$ cat config.mk
export PLATFORM = sky130hd
export DESIGN_NAME = sr_latch_ctrl
export DESIGN_NICKNAME = d
export VERILOG_FILES = /design/src/rtl/sr_mem_pkg.sv /design/src/rtl/sr_rr_arb2.sv /design/src/rtl/sr_latch_ctrl.sv
export SDC_FILE = /design/constraint.sdc
export NUM_CORES = 1
export LEC_CHECK = 0
export BUFFER_PORTS_ARGS = -buffer_cell sky130_fd_sc_hd__clkbuf_2
export CAP_MARGIN = 20
export CELL_PAD_IN_SITES_DETAIL_PLACEMENT = 1
export CELL_PAD_IN_SITES_GLOBAL_PLACEMENT = 1
export CORE_ASPECT_RATIO = 0.6
export CORE_MARGIN = 2
export CORE_UTILIZATION = 39
export CTS_CLUSTER_DIAMETER = 150
export DETAILED_ROUTE_END_ITERATION = 16
export PLACE_DENSITY_LB_ADDON = 0.2
export SLEW_MARGIN = 20
export SYNTH_ARGS = -nofsm -noshare
export SYNTH_HDL_FRONTEND = slang
export SYNTH_SLANG_ARGS = --single-unit
$ cat constraint.sdc
create_clock -name clk -period 3.9 [get_ports clk]
set_clock_uncertainty 0.15 [all_clocks]
set_input_delay 0.39 -clock clk [delete_from_list [all_inputs] [get_ports clk]]
set_output_delay 0.39 -clock clk [all_outputs]
set_load 0.05 [all_outputs]
$ cat src/rtl/sr_mem_pkg.sv
// Shared types for the SR latch write path: FSM state encoding,
// requester identifiers and the request payload carried through arbitration.
package sr_mem_pkg;

  typedef enum logic [1:0] {
    IDLE    = 2'd0,
    PULSE   = 2'd1,
    RECOVER = 2'd2,
    VERIFY  = 2'd3
  } sr_state_e;

  localparam logic REQ_A = 1'b0;
  localparam logic REQ_B = 1'b1;

  // Widest latch address the request struct can carry; controller AW must not exceed it.
  localparam int REQ_AW_MAX = 8;

  typedef struct packed {
    logic [REQ_AW_MAX-1:0] addr;
    logic                  val;
  } sr_req_t;

  function automatic sr_req_t make_req(input logic [REQ_AW_MAX-1:0] addr, input logic val);
    sr_req_t r;
    r.addr = addr;
    r.val  = val;
    return r;
  endfunction

endpackage

$ cat src/rtl/sr_rr_arb2.sv
// Two-way round-robin arbiter. Grants are combinational from the valids and
// the last-served flop; the flop moves only when the owner strobes advance_i
// on an accepted grant.
module sr_rr_arb2
  import sr_mem_pkg::*;
(
  input  logic clk,
  input  logic rst,
  input  logic valid_a_i,
  input  logic valid_b_i,
  input  logic advance_i,
  output logic grant_a_o,
  output logic grant_b_o
);

  logic last_q;

  // A sole requester always wins; on a tie the side not served last wins.
  always_comb begin
    grant_a_o = valid_a_i && (!valid_b_i || (last_q == REQ_B));
    grant_b_o = valid_b_i && (!valid_a_i || (last_q == REQ_A));
  end

  // Remember who was served; reset points at B so A takes the first tie.
  always_ff @(posedge clk) begin
    if (rst) begin
      last_q <= REQ_B;
    end else if (advance_i) begin
      last_q <= grant_b_o ? REQ_B : REQ_A;
    end
  end

endmodule

$ cat src/rtl/sr_latch_ctrl.sv
// Write controller for a bank of asynchronous NOR SR latches. Each accepted
// request produces a registered S or R pulse on one latch, a quiet recovery
// gap, a readback of Q, and a one-cycle done/err report.
//
// Handshake: a request transfers on a rising edge where <x>_valid && <x>_ready.
// Ready is combinational, only asserted in IDLE, and never on both sides at once;
// a requester holds valid and payload stable until it sees ready.
module sr_latch_ctrl
  import sr_mem_pkg::*;
#(
  parameter int N_LATCH        = 8,
  parameter int AW             = 3,
  parameter int PULSE_CYCLES   = 2,
  parameter int RECOVER_CYCLES = 1
) (
  input  logic               clk,
  input  logic               rst,
  input  logic               a_valid,
  output logic               a_ready,
  input  logic [AW-1:0]      a_addr,
  input  logic               a_val,
  input  logic               b_valid,
  output logic               b_ready,
  input  logic [AW-1:0]      b_addr,
  input  logic               b_val,
  output logic [N_LATCH-1:0] s_out,
  output logic [N_LATCH-1:0] r_out,
  input  logic [N_LATCH-1:0] q_in,
  output logic               busy,
  output logic               done,
  output logic               done_id,
  output logic               err,
  output logic [1:0]         state_dbg
);

  localparam int CNT_MAX = (PULSE_CYCLES > RECOVER_CYCLES) ? PULSE_CYCLES : RECOVER_CYCLES;
  localparam int CW      = (CNT_MAX > 1) ? $clog2(CNT_MAX) : 1;
  localparam logic [CW-1:0] PULSE_LAST   = CW'(PULSE_CYCLES - 1);
  localparam logic [CW-1:0] RECOVER_LAST = CW'(RECOVER_CYCLES - 1);
  localparam logic [REQ_AW_MAX-1:0] N_LIMIT = REQ_AW_MAX'(N_LATCH);

  sr_state_e           state_q, state_d;
  logic [CW-1:0]       cnt_q, cnt_d;
  sr_req_t             req_q, req_d;
  logic                id_q, id_d;
  logic                bad_q, bad_d;
  logic [N_LATCH-1:0]  s_q, s_d, r_q, r_d;
  logic                done_q, done_d;
  logic                done_id_q, done_id_d;
  logic                err_q, err_d;

  logic                grant_a, grant_b, idle, accept;
  sr_req_t             req_a, req_b, sel_req;
  logic                sel_id;

  // One-hot select of a latch; out-of-range addresses decode to all zero.
  function automatic logic [N_LATCH-1:0] onehot(input logic [REQ_AW_MAX-1:0] a);
    logic [N_LATCH-1:0] v;
    v = '0;
    for (int i = 0; i < N_LATCH; i++) begin
      if (a == REQ_AW_MAX'(i)) v[i] = 1'b1;
    end
    return v;
  endfunction

  sr_rr_arb2 u_arb (
    .clk       (clk),
    .rst       (rst),
    .valid_a_i (a_valid),
    .valid_b_i (b_valid),
    .advance_i (accept),
    .grant_a_o (grant_a),
    .grant_b_o (grant_b)
  );

  // Readiness and selection of the winning request payload.
  always_comb begin
    idle    = (state_q == IDLE);
    a_ready = idle && grant_a;
    b_ready = idle && grant_b;
    accept  = a_ready || b_ready;
    req_a   = make_req(REQ_AW_MAX'(a_addr), a_val);
    req_b   = make_req(REQ_AW_MAX'(b_addr), b_val);
    sel_req = grant_b ? req_b : req_a;
    sel_id  = grant_b ? REQ_B : REQ_A;
  end

  // Next-state logic: FSM, cycle counter and registered S/R drive.
  always_comb begin
    state_d   = state_q;
    cnt_d     = cnt_q;
    req_d     = req_q;
    id_d      = id_q;
    bad_d     = bad_q;
    s_d       = '0;
    r_d       = '0;
    done_d    = 1'b0;
    done_id_d = 1'b0;
    err_d     = 1'b0;
    case (state_q)
      IDLE: begin
        if (accept) begin
          req_d = sel_req;
          id_d  = sel_id;
          cnt_d = '0;
          bad_d = !(sel_req.addr < N_LIMIT);
          if (sel_req.addr < N_LIMIT) begin
            // S/R come up together with the PULSE state so no input reaches them combinationally.
            state_d = PULSE;
            s_d     = sel_req.val ? onehot(sel_req.addr) : '0;
            r_d     = sel_req.val ? '0 : onehot(sel_req.addr);
          end else begin
            state_d = VERIFY;
          end
        end
      end
      PULSE: begin
        if (cnt_q == PULSE_LAST) begin
          cnt_d   = '0;
          state_d = RECOVER;
        end else begin
          cnt_d = cnt_q + CW'(1);
          s_d   = s_q;
          r_d   = r_q;
        end
      end
      RECOVER: begin
        if (cnt_q == RECOVER_LAST) begin
          cnt_d   = '0;
          state_d = VERIFY;
        end else begin
          cnt_d = cnt_q + CW'(1);
        end
      end
      VERIFY: begin
        done_d    = 1'b1;
        done_id_d = id_q;
        err_d     = bad_q || ((|(q_in & onehot(req_q.addr))) != req_q.val);
        state_d   = IDLE;
      end
      default: state_d = IDLE;
    endcase
  end

  // State registers; reset abandons any pulse in flight without reporting it.
  always_ff @(posedge clk) begin
    if (rst) begin
      state_q   <= IDLE;
      cnt_q     <= '0;
      req_q     <= '0;
      id_q      <= REQ_A;
      bad_q     <= 1'b0;
      s_q       <= '0;
      r_q       <= '0;
      done_q    <= 1'b0;
      done_id_q <= 1'b0;
      err_q     <= 1'b0;
    end else begin
      state_q   <= state_d;
      cnt_q     <= cnt_d;
      req_q     <= req_d;
      id_q      <= id_d;
      bad_q     <= bad_d;
      s_q       <= s_d;
      r_q       <= r_d;
      done_q    <= done_d;
      done_id_q <= done_id_d;
      err_q     <= err_d;
    end
  end

  // Latch-safety invariants: never S and R together, at most one latch driven, quiet outside PULSE.
  always_ff @(posedge clk) begin
    if (!rst) begin
      assert ((s_q & r_q) == '0);
      assert ($countones(s_q | r_q) <= 1);
      assert ((state_q == PULSE) || ((s_q | r_q) == '0));
    end
  end

  assign s_out     = s_q;
  assign r_out     = r_q;
  assign busy      = (state_q != IDLE);
  assign done      = done_q;
  assign done_id   = done_id_q;
  assign err       = err_q;
  assign state_dbg = state_q;

endmodule

# Yosys cells after proc, flatten, opt, wreduce, memory -nomap -nowiden
# Index checks and enable logic that the tools add are counted.
# Widths: inputs -> output; s select.
[classes]
addsub = 1
order_cmp = 1
eq_ne = 21
muxes = 45
bitwise_logic = 3
n_reduce_logical = 21
[op_table]
columns = ["cell", "n"]
rows = [
  ["$mux 8", 7],
  ["$eq 8x3->1 const B", 4],
  ["$pmux 8 s2", 2],
  ["$mux 1", 29],
  ["$eq 8x2->1 const B", 2],
  ["$logic_not 8->1", 2],
  ["$eq 3x3->1 const B", 4],
  ["$and 8x8->8", 1],
  ["$eq 8x1->1 const B", 1],
  ["$mux 2", 4],
  ["$pmux 2 s4", 1],
  ["$reduce_or 8->1", 1],
  ["$eq 3x2->1 const B", 2],
  ["$eq 2x2->1 const B", 2],
  ["$logic_and 1x1->1", 4],
  ["$logic_or 1x1->1", 4],
  ["$lt 3x4->1 const B", 1],
  ["$mux 4", 1],
  ["$ne 2x2->1 const B", 2],
  ["$reduce_and 2->1", 2],
  ["$eq 3x1->1 const B", 1],
  ["$logic_not 1->1", 3],
  ["$pmux 1 s3", 1],
  ["$reduce_and 3->1", 1],
  ["9 further kinds", 10],
]
[totals]
ff_bits = 34
inputBits = 20
out_inout_bits = 24
word_cells = 104

# Depth between registers and ports, before layout
[depth]
ltp_word = 10
ltp_mapped = 7
ltp_nobuf = 6

# By module
# Synthesis repeated with hierarchy kept, for this count alone.
[unflattened]
cells_unflattened = 131
area_unflattened_um2 = 1273.7
[modules_own_cells]
columns = ["mod", "instances", "cells_per_inst", "area_each_um2", "seq_area_each_um2"]
rows = [
  ["sr_latch_ctrl", 1, 125, 1219.9, 540.5],
  ["sr_rr_arb2", 1, 6, 53.8, 20.0],
]

# Worst setup path after synthesis
# OpenSTA, ideal clock, no wires.
[synth_timing]
kind = "register -> register"
startpoint = "register state_q[0], in the netlist state_dbg[0]"
endpoint = "register req_q[3] in the netlist's numbering"
setup_ns = 0.086
arrival_ns = 2.022
required_ns = 3.664
setup_slack_ns = 1.643
path_stages_with_launch = 7
n_path_buf = 1
synth_period_minus_slack_ns = 2.257
path_cell_list = "dfxtp_1 -> inv_1 -> ha_1 -> buf_2 -> inv_1 -> nor2_1 -> a211oi_1"
[synth_via]
elab_chain_len = 4
elab_cells_between_ends = 5
classes_between = "reduce/logical (5)"
[synth_rtl]
columns = ["element", "line", "source"]
rows = [
  ["start: declaration", "sr_latch_ctrl.sv:42", "sr_state_e state_q, state_d;"],
  ["start signal: assignment", "sr_latch_ctrl.sv:159", "state_q <= state_d;"],
  ["$logic_not 2->1 *", "sr_latch_ctrl.sv:78, sr_latch_ctrl.sv:100", ""],
  ["$logic_and 1x1->1, on equally long branches", "sr_latch_ctrl.sv:79, sr_latch_ctrl.sv:80", ""],
  ["$logic_or 1x1->1", "sr_latch_ctrl.sv:81", "accept = a_ready || b_ready;"],
  ["$reduce_and 2->1 (no source line) *", "n/a", ""],
  ["end signal: assignment", "sr_latch_ctrl.sv:161", "req_q <= req_d;"],
  ["end: declaration", "sr_latch_ctrl.sv:44", "sr_req_t req_q, req_d;"],
]
# Every way passes the cells marked *; elsewhere a longest branch is shown, timed or not.
# A chain may end at the register's enable or synchronous reset.

# Final worst setup path
[layout_timing]
startpoint = "register state_q[0], in the netlist state_dbg[0]"
endpoint = "output a_ready"
[layout_via]
elab_chain_len = 2
[layout_rtl]
columns = ["element", "line", "source"]
rows = [
  ["$logic_not 2->1", "sr_latch_ctrl.sv:78", "idle = (state_q == IDLE);"],
  ["$logic_and 1x1->1", "sr_latch_ctrl.sv:79", "a_ready = idle && grant_a;"],
  ["end: declaration", "sr_latch_ctrl.sv:19", "output logic a_ready,"],
]
# Every way passes these cells.

==> results.json <==
{
  "status": "complete, no violations",
  "critPathMaxFanout": 10,
  "cts_tree": "done",
  "hold_buffers": 0,
  "fp.dieH_um": 48.4,
  "post-route-period-util_pct": 56.7,
  "power.density_mw_per_mm2": 633,
  "holdWs_ns": 0.276,
  "busiest_layer": "met2",
  "drc": 0,
  "yosys.area.top_type": "dfxtp_1",
  "end_kind": "primary output",
  "layout_common_cells": "clkbuf_2, dfxtp_1, a22o_1",
  "required_ns": 3.36,
  "grt_overflow_total": 0,
  "pin_count": 44,
  "clk_pin_slew_ns": 0.09,
  "post_cts_buffers": 0,
  "met2_usage_pct": 30.7,
  "diodes": 0,
  "hold_start": "a_addr[1]",
  "power_frac_comb_pct": 47.2,
  "path_class": "reg2out",
  "syn2layout_area_growth_pct": 21.7,
  "drive_gt1_share_pct": 32.3,
  "maxCapViolations": 0,
  "netlist_area_mm2": 0.00128,
  "seq_area_um2": 561,
  "hold_violations": 0,
  "seqPwrFrac_pct": 37.2,
  "clk_latency_ns": 0.27,
  "rsz0062_at_grt": "no",
  "grt_pass1_wl_um": 5640,
  "dp_hpwl_um": 2680,
  "power_switching_w": 0.000437,
  "hold_path.class": "in2reg",
  "intPower_w": 0.000551,
  "core.rowCount": 16,
  "wire_per_inst_um": 16.0,
  "nFillCells": 377,
  "routed_wl_um": 3340,
  "clock-sinks": 28,
  "holdPathEnd": "req_q[2]",
  "gr-usage-met1_pct": 25.7,
  "switching_share_pct": 44.3,
  "tns_ns": 0,
  "grt_pass1_vias": 1158,
  "start_util_pct": 40.0,
  "vdd_ir_drop_max_v": 0.000313,
  "cts_resized": 0,
  "multi_input_area_um2": 668,
  "r2r_start": "state_dbg[0]",
  "firstDrtPassIters": 4,
  "cts_root_buffer": "clkbuf_8",
  "ys_seq_area_share_pct": 43.7,
  "clock_path_buffers": 2,
  "layout_commonest_cell": "clkbuf_2",
  "grt_max_degree": 17,
  "htree_levels": 1,
  "finalSetupViolCount": 0,
  "yosys-top-cells-area": "dfxtp_1, a22o_1, ha_1",
  "clkPwrFrac_pct": 15.6,
  "cts_buffers": 3,
  "crit_path_start_kind": "flop",
  "syn_avg_cell_area_um2": 10.4,
  "yosys_warnings": 0,
  "crit_arrival_ns": 1.67,
  "whs_path_depth": 3,
  "initialDrtViolationCount": 26,
  "leakagePower_nw": 0.708,
  "reg2regPathDepth": 6,
  "vias": 1117,
  "gr-usage-met3_pct": 4.85,
  "ant_nets": 0,
  "netlist_instances": 123,
  "syn_nets": 148,
  "routabilityCongestion": 0.763,
  "fmaxAchievable_mhz": 452,
  "slew_headroom_pct": 32.9,
  "grt_util_all_layers_pct": 18.8,
  "fp.dieW_um": 78.0,
  "reg2reg_slack_ns": 1.92,
  "dieArea_mm2": 0.00378,
  "viasPerCell": 5.34,
  "ys_types": 34,
  "tightest_slew_ns": 1.00,
  "fp.coreArea_mm2": 0.00320,
  "final_net_count": 191,
  "total_power_w": 0.000988,
  "fin_crit_ns": 2.21,
  "reg2reg_to": "req_q[1]",
  "port_buffers": 43,
  "postLayoutCoreUtil_pct": 48.7,
  "ys_ff_latch": 28,
  "synth_top_area_share_pct": 43.7,
  "antenna_found_initial": 0,
  "drv_slew": 0
}
worst max-delay path by stage:
| stage | start | to |
|---|---|---|
| 6_report | state_dbg[0] | a_ready |
| 5_1_grt | state_dbg[0] | a_ready |
| 4_1_cts | state_dbg[0] | a_ready |
| 3_5_place_dp | a_valid | s_out[6] |
| 3_3_place_gp | a_valid | s_out[6] |
| 2_1_floorplan | state_dbg[0] | req_q[3] |
routing by layer:
metal | vias up | part of all wire, %
li1 | 535 | -
met1 | 549 | 48
met2 | 27 | 46
met3 | 6 | 4.9
met4 | 0 | 1.1
met5 | - | 0
worst max-delay path, stage by stage (launching register included):
cell and delay [ns]:
dfxtp_1 0.37, inv_1 0.13, ha_1 0.36, nand2_1 0.16, nor2_1 0.11, clkbuf_2 0.28
stage by stage:
| stage | area (um^2) | std cells | setup WS (ns) |
|---|---|---|---|
| after floorplan | 1280 | 123 | 1.64 |
| after global placement | 1520 | 206 | 1.84 |
| after detailed placement | 1520 | 206 | 1.80 |
| after CTS | 1560 | 209 | 1.69 |
| after global routing | 1560 | 209 | 1.53 |
| final | 1560 | 209 | 1.69 |
flip-flops by register name, summed over array words and instances (netlist names):
name / flops
r_out: 8
s_out: 8
req_q: 4
state_dbg: 2
cnt_q: 1
done: 1
done_id: 1
err: 1
id_q: 1
u_arb.last_q: 1
cell type report:
type / instances / area share, %
well taps: 45 / 3.61
clock buffers: 3 / 2.65
flip-flops and latches: 28 / 35.9
repair buffers: 43 / 13.8
multi-input cells: 85 / 42.8
inverters: 5 / 1.20
cells in the mapped netlist:
cell type,count
nor3_1,1
clkbuf_1,2
nand3_1,2
a2bb2oi_1,1
and2_1,2
mux2i_4,1
a21oi_2,1
buf_6,2
a21oi_1,6
o21ai_0,2
mux4_2,2
ha_1,5
o21bai_1,1
or3_1,2
nor3b_2,1
a22o_1,16
and4_1,1
nand2b_1,1
o32ai_1,1
a21bo_1,1
nor2_1,10
a311oi_1,2
inv_1,5
mux2i_1,3
a21boi_2,1
xnor2_1,1
a211oi_1,2
nand2_1,9
nand3b_1,4
nor4b_4,1
buf_2,1
a221o_1,2
dfxtp_1,28
nor2b_1,3
cells by family after synthesis:
kind of cell,after synthesis,share of synthesized area (%)
simple gates,37,16.5
compound gates,36,22.4
flops,28,43.7
buf+inv,10,4.19
mux,6,7.61
fa+ha+maj,5,4.88
xor+xnor,1,0.683
power groups by stage:
| stage | Sequential (W) | Combinational (W) | Clock [W] |
|---|---|---|---|
| finish | 0.000367 | 0.000466 | 0.000154 |
| global route | 0.000376 | 0.000507 | 0.000168 |
| CTS | 0.000369 | 0.000469 | 0.000160 |
| detailed placement | 0.000376 | 0.000465 | 0 |
| global placement | 0.000370 | 0.000451 | 0 |
| floorplan | 0.000425 | 0.000310 | 0 |
Note: power is estimated with default switching activity, not from simulation.
